**src/rtl/sat_round_pipe.sv**
```systemverilog
// Round-and-saturate stage: CH signed N-bit samples -> signed K-bit samples, F LSBs dropped.
// Latency: 2 cycles from accepted input to o_valid; throughput 1 vector/cycle.
// Backpressure: single global enable, o_ready = ~o_valid | i_ready; a stall freezes both stages.
//
// Ports:
//   i_clk, i_rst        clock (rising edge), asynchronous active-high reset
//   i_valid / o_ready   input handshake; i_data carries CH packed N-bit samples,
//                       with i_round_mode and i_wrap captured alongside the samples
//   o_valid / i_ready   output handshake; o_data carries CH packed K-bit samples,
//                       o_ovf flags the channels that saturated or wrapped
//   i_clr_sticky        synchronous clear of o_ovf_sticky and o_ovf_count
//   o_ovf_sticky        per-channel overflow history
//   o_ovf_count         number of output vectors with any overflow, saturating at all-ones
module sat_round_pipe #(
    parameter int N     = 16,
    parameter int K     = 8,
    parameter int F     = 4,
    parameter int CH    = 1,
    parameter int CNT_W = 16
) (
    input  logic                i_clk,
    input  logic                i_rst,
    input  logic                i_valid,
    output logic                o_ready,
    input  logic [CH*N-1:0]     i_data,
    input  logic [1:0]          i_round_mode,
    input  logic                i_wrap,
    output logic                o_valid,
    input  logic                i_ready,
    output logic [CH*K-1:0]     o_data,
    output logic [CH-1:0]       o_ovf,
    input  logic                i_clr_sticky,
    output logic [CH-1:0]       o_ovf_sticky,
    output logic [CNT_W-1:0]    o_ovf_count
);

    // Rounded intermediate width: one extra sign bit so q + 1 can never wrap.
    localparam int M = N - F + 1;

    localparam logic [CNT_W-1:0] CNT_ONE = CNT_W'(1);

    // ------------------------------------------------------------------
    // Global advance
    // ------------------------------------------------------------------
    logic en;

    assign en      = ~o_valid | i_ready;
    assign o_ready = en;

    // ------------------------------------------------------------------
    // Stage 1: rounding (combinational part)
    // ------------------------------------------------------------------
    logic [CH-1:0][M-1:0] rnd;

    for (genvar c = 0; c < CH; c++) begin : g_rnd
        logic [N-1:0] x;
        logic [M-1:0] q;
        logic         r;
        logic         s;
        logic         inc;

        assign x = i_data[c*N +: N];

        // Floor of x / 2^F, sign-extended by one bit.
        assign q = {x[N-1], x[N-1:F]};

        // r is the half-LSB, s is "anything below the half-LSB".
        if (F == 0) begin : g_f0
            assign r = 1'b0;
            assign s = 1'b0;
        end else if (F == 1) begin : g_f1
            assign r = x[0];
            assign s = 1'b0;
        end else begin : g_fn
            assign r = x[F-1];
            assign s = |x[F-2:0];
        end

        always_comb begin
            inc = 1'b0;
            case (i_round_mode)
                2'b01:   inc = r;
                // Ties go to the even neighbour: bump only past the half,
                // or exactly at the half when q is odd.
                2'b10:   inc = r & (s | q[0]);
                default: inc = 1'b0;
            endcase
        end

        assign rnd[c] = q + {{(M-1){1'b0}}, inc};
    end

    // ------------------------------------------------------------------
    // Stage 1 registers
    // ------------------------------------------------------------------
    logic                 s1_vld;
    logic                 s1_wrap;
    logic [CH-1:0][M-1:0] s1_val;

    always_ff @(posedge i_clk or posedge i_rst) begin
        if (i_rst) begin
            s1_vld  <= 1'b0;
            s1_wrap <= 1'b0;
            s1_val  <= '0;
        end else if (en) begin
            s1_vld  <= i_valid;
            s1_wrap <= i_wrap;
            s1_val  <= rnd;
        end
    end

    // ------------------------------------------------------------------
    // Stage 2: saturate / wrap (combinational part)
    // ------------------------------------------------------------------
    logic [CH-1:0][K-1:0] sat;
    logic [CH-1:0]        ovf;

    for (genvar c = 0; c < CH; c++) begin : g_sat
        logic [M-1:0] v;

        assign v = s1_val[c];

        if (M < K) begin : g_ext
            assign ovf[c] = 1'b0;
            assign sat[c] = {{(K-M){v[M-1]}}, v};
        end else if (M == K) begin : g_eq
            assign ovf[c] = 1'b0;
            assign sat[c] = v;
        end else begin : g_chk
            // v fits in K signed bits exactly when bits [M-1:K-1] are all
            // copies of the sign; anything else is above MAX or below MIN.
            logic [M-K:0] top;

            assign top    = v[M-1:K-1];
            assign ovf[c] = ~((&top) | ~(|top));
            assign sat[c] = (ovf[c] & ~s1_wrap) ? {v[M-1], {(K-1){~v[M-1]}}}
                                                : v[K-1:0];
        end
    end

    // ------------------------------------------------------------------
    // Stage 2 registers (outputs)
    // ------------------------------------------------------------------
    always_ff @(posedge i_clk or posedge i_rst) begin
        if (i_rst) begin
            o_valid <= 1'b0;
            o_data  <= '0;
            o_ovf   <= '0;
        end else if (en) begin
            o_valid <= s1_vld;
            o_data  <= sat;
            // Bubbles carry no overflow so o_ovf never flags a non-vector.
            o_ovf   <= s1_vld ? ovf : '0;
        end
    end

    // ------------------------------------------------------------------
    // Overflow statistics
    // ------------------------------------------------------------------
    logic load;
    logic any_ovf;

    assign load    = en & s1_vld;
    assign any_ovf = |ovf;

    always_ff @(posedge i_clk or posedge i_rst) begin
        if (i_rst) begin
            o_ovf_sticky <= '0;
            o_ovf_count  <= '0;
        end else if (load) begin
            if (i_clr_sticky) begin
                // The event landing in the clear cycle still gets recorded.
                o_ovf_sticky <= ovf;
                o_ovf_count  <= any_ovf ? CNT_ONE : '0;
            end else begin
                o_ovf_sticky <= o_ovf_sticky | ovf;
                if (any_ovf && (o_ovf_count != {CNT_W{1'b1}})) begin
                    o_ovf_count <= o_ovf_count + CNT_ONE;
                end
            end
        end else if (i_clr_sticky) begin
            o_ovf_sticky <= '0;
            o_ovf_count  <= '0;
        end
    end

endmodule
```
**config.mk**
```make
export PLATFORM = sky130hd
export DESIGN_NAME = sat_round_pipe
export DESIGN_NICKNAME = d
export VERILOG_FILES = /design/src/rtl/sat_round_pipe.sv
export SDC_FILE = /design/constraint.sdc
export NUM_CORES = 1
export LEC_CHECK = 0
export BUFFER_PORTS_ARGS = -buffer_cell sky130_fd_sc_hd__clkbuf_2
export CELL_PAD_IN_SITES_DETAIL_PLACEMENT = 1
export CELL_PAD_IN_SITES_GLOBAL_PLACEMENT = 2
export CORE_MARGIN = 3
export CORE_UTILIZATION = 30
export DETAILED_ROUTE_END_ITERATION = 6
export PLACE_DENSITY_LB_ADDON = 0.1
export SYNTH_ARGS = -nofsm -noshare
export SYNTH_HDL_FRONTEND = slang
export SYNTH_SLANG_ARGS = --single-unit
export TNS_END_PERCENT = 30
```
**constraint.sdc**
```tcl
create_clock -name i_clk -period 3.13 [get_ports i_clk]
set_input_delay 0.7825 -clock i_clk [delete_from_list [all_inputs] [get_ports i_clk]]
set_output_delay 0.7825 -clock i_clk [all_outputs]
set_load 0.05 [all_outputs]
```
======== After elaboration in Yosys (flattened, before gate mapping) ========
Cells that the tools add are included.
word-level totals
  bits in registers ....................... 42
  input bits .............................. 24
  output and inout port bits .............. 28
  word-level logic and storage cells ...... 43
operators by class
  bitwise logic cells ..................... 12
  $add $sub $neg .......................... 2
  mux-type cells .......................... 11
  reduce and logical (&&, ||, !) cells .... 7
  equality and inequality tests ........... 3
operators by type and width
  kind                     number
  $mux W16                 4
  $add A16 B1 Y16 const B  1
  $ne A16 B16 Y1 const B   1
  $add A12 B2 Y13          1
  $mux W8                  1
  $reduce_and A6 Y1        1
  $reduce_or A6 Y1         1
  $mux W1                  5
  $not A1 Y1               5
  $or A1 B1 Y1             4
  $reduce_bool A2 Y1       2
  $and A1 B1 Y1            3
  $reduce_or A3 Y1         1
  $eq A2 B1 Y1 const B     1
  $eq A2 B2 Y1 const B     1
  $pmux W1 S2              1
  $reduce_and A2 Y1        1
  $logic_and A1 B1 Y1      1

======== Logic depth before layout (Yosys ltp) ========
  word-level depth ........................ 8
  mapped depth ............................ 11
  gate-level depth less buffers ........... 11

======== Worst setup path after synthesis ========
Ideal clock, no wire load.
  kind .................................... in2reg
  start ................................... input port i_data[1]
  end ..................................... register s1_val, in the netlist g_sat[0].v[10]
  cell stages on the path ................. 9
  library setup time ...................... 134 ps
  path slack .............................. 724 ps
  data required time ...................... 2996 ps
  path buffers ............................ 0
  arrival time ............................ 2272 ps
  path through ............................ or4_1 a21oi_1 nor3b_1 ha_1 ha_1 nand4_1 nor3_1 xnor2_1 o21ai_0
on the way
  word-level cells in the longest chain between the ends .. 5
ends and longest elaborated chain
  what                    RTL line  RTL
  start: declaration      25        input logic [CH*N-1:0] i_data,
  $reduce_or A3 Y1        76        assign s = |x[F-2:0];
  $or A1 B1 Y1            85        2'b10: inc = r & (s | q[0]);
  $and A1 B1 Y1           85
  $pmux W1 S2             81        case (i_round_mode)
  $add A12 B2 Y13         90        assign rnd[c] = q + {{(M-1){1'b0}}, inc};
  end signal: assignment  108       s1_val <= rnd;
  end: declaration        98        logic [CH-1:0][M-1:0] s1_val;
No other way between the ends.
A chain may end at the register's enable or synchronous reset.

======== Final worst setup path ========
  start ................................... input port i_ready
  end ..................................... output port o_ready
on the way
  word-level cells in the longest chain between the ends .. 1
ends and longest elaborated chain
  what                RTL line  RTL
  start: declaration  29        input logic i_ready,
  $or A1 B1 Y1        47        assign en = ~o_valid | i_ready;
  end: declaration    24        output logic o_ready,
No other way between the ends.

==> impl_metrics.py <==
metrics = {
    "floorplan": {
        "ioPinCount": 52,
        "rows": 30,
        "die_h_um": 91.5,
        "core_area_um2": 6940,
        "die_w_um": 91.5,
        "dieArea_um2": 8360,
        "start_util_pct": 31.5,
    },
    "clock_tree": {
        "cts_buffers": 5,
        "cts_hold_buf": 0,
        "htreeDepth": 2,
        "path_clk_slew_ns": 0.08,
        "post_cts_resized": 0,
        "cts_buffer_depth": 2,
        "clock-root-buffer": "clkbuf_8",
        "post_cts_buffers": 0,
        "cts_tree": "built",
        "clock_latency_ns": 0.29,
        "cts_sinks": 42,
    },
    "cells_and_area": {
        "antenna_cells": 0,
        "final_cell_mix": "51 x clkbuf_2, 42 x dfrtp_1, 38 x nand2_1",
        "final_nets": 325,
        "layout_commonest_cell": "clkbuf_2",
        "areaGrowthSynthToFinish_pct": 21.1,
        "drive_above_1_share_pct": 22.9,
    },
    "logic_synthesis": {
        "yosys-top-cells-area": "dfrtp_1 48%, nand2_1 6.5%, xnor2_1 5.2%",
        "synth-edff-count": 0,
        "synth-async-reset-ratio_pct": 100,
        "syn_nets": 274,
        "ys.flop_type": "dfrtp_1",
        "netlist.area_leader.share_pct": 48.0,
        "synth-seq-area-share_pct": 48.0,
        "yosys_warnings": 0,
        "ys_ff_latch": 42,
        "synth.avg_cell_area_um2": 8.94,
        "synth_cells": 245,
        "netlist_area_um2": 2190,
        "synth_top_cell_by_area": "dfrtp_1",
        "synth_cell_types": 42,
    },
    "sta": {
        "fin_skew_ns": 0.00587,
        "fin_crit_sh_pct": 78.1,
        "rsz0062_at_grt": "false",
        "slew_viol_final": 0,
        "max_freq_mhz": 409,
        "worstMarginPinSlew_ns": 0.667,
        "hold_viol_final": 0,
        "setup_violations": 0,
        "hold_slack_ns": 0.422,
        "slew-limit-headroom_pct": 55.2,
        "setup_tns_ns": 0,
        "min_period_ns": 2.45,
        "setup_slack_ns": 0.685,
    },
    "critical_path": {
        "endpoint_kind": "output port",
        "critPathLaunchType": "input pin",
        "worstSetupPathType": "input pin to output port",
        "critPathMaxFanout": 14,
        "crit_path_start": "i_ready",
        "crit_arrival_ns": 1.66,
        "crit_required_ns": 2.35,
        "r2r_start": "o_ovf_count[0]$_DFFE_PP0P_",
    },
    "detailed_routing": {
        "postRouteAntennaNets": 0,
        "drc": 0,
        "avgRoutedWirePerCell_um": 14.2,
        "via_count": 1918,
        "drt_iter0_drc": 46,
        "routed_wl_um": 5600,
        "first_pass_iters": 4,
        "vias_per_cell": 4.88,
    },
    "power": {
        "p_leak_nw": 1.16,
        "p_per_area_nw_per_um2": 529,
        "peakVddDrop_v": 0.000152,
        "total_power_mw": 1.40,
    },
    "place": {
        "io_buffers": 51,
        "gp_congestion": 0.745,
        "dp_hpwl_um": 4260,
        "place_ws_ns": 0.359,
    },
    "global_route": {
        "grt_antenna_before_repair": 0,
        "grtUsageTotal_pct": 14.8,
        "grt_max_degree": 26,
        "first_global_vias": 1997,
        "grt_overflow": 0,
        "grt_pass1_wl_um": 10100,
    },
    "run_status": {
        "outcome": "finished clean",
    },
    "job": {
        "cap_viol_max_count": 0,
    },
    "hold_path": {
        "hp-class": "input pin to asynchronous set/reset pin",
    },
}
[state kept, by name (all words and copies together) (netlist names)]
| signal | cells |
|---|---|
| s1_wrap | 1 |
| o_valid | 1 |
| o_ovf_count | 16 |
| o_ovf | 1 |
| g_sat.v | 13 |
| o_data | 8 |
| s1_vld | 1 |
| o_ovf_sticky | 1 |
[Yosys cell counts, types with 5 or more instances]
cell type and count:
a21oi_1 13, clkbuf_1 9, dfrtp_1 42, ha_1 5, inv_1 6, nand2_1 38, nand3_1 10, nand4_1 10
nor2_1 24, nor3_1 8, nor4_1 6, o21ai_0 21, xnor2_1 13
[layout make-up]
class                           count  area (µm²)
Fill cell                         856        4290
Multi-Input combinational cell    184        1070
Sequential cell                    42        1050
Timing Repair Buffer               56         293
Tap cell                           96         120
Clock buffer                        6        82.6
Inverter                            7        26.3
Clock inverter                      2        12.5
[critical path: stages]
cell,delay [ns]
clkbuf_2,0.10
nor2b_4,0.21
clkinv_1,0.12
buf_4,0.20
clkbuf_2,0.25
[through the flow]
stage / util, % / std cells / cell area [µm²]
2_1_floorplan: - / 245 / 2190
3_3_place_gp: 36.8 / 385 / 2560
3_5_place_dp: 36.8 / 385 / 2560
4_1_cts: 38.2 / 393 / 2650
5_1_grt: 38.2 / 393 / 2650
6_report: 38.2 / 393 / 2650
[metal layers]
metal  GRT usage (%)  up-vias  share of wire (%)
met2            22.0       35                 42
met5               0        -                  0
met1            21.7      912                 53
met3            3.23        6                4.0
met4            3.77        0                1.3
li1                -      965                  -
[worst paths after layout]
path / end / slack (ns) / cells past startpoint
worst max-delay path: o_ready / 0.68 / 5
worst min register to register: g_sat[0].v[1]$_DFFE_PP0N_ / 0.46 / 2
worst max register to register: o_ovf_count[11]$_DFFE_PP0P_ / 0.90 / 6
min in group i_clk: g_sat[0].v[1]$_DFFE_PP0N_ / 0.46 / 2
worst min-delay path: o_ovf_count[1]$_DFFE_PP0P_ / 0.42 / 2
max in group asynchronous: o_data[3]$_DFFE_PP0N_ / 2.15 / 3
[power by group]
part	internal, mW	switching, mW
clock	0.177	0.189
combinational	0.101	0.280
sequential	0.609	0.0468
total	0.887	0.515
[logic make-up after synthesis]
family / share of synthesized area, %
simple gates: 27.5
mux: 0.914
compound gates: 11.1
flops: 48.0
buf+inv: 3.31
fa+ha+maj: 2.86
xor+xnor: 6.40
(Power assumes the default switching activity.)
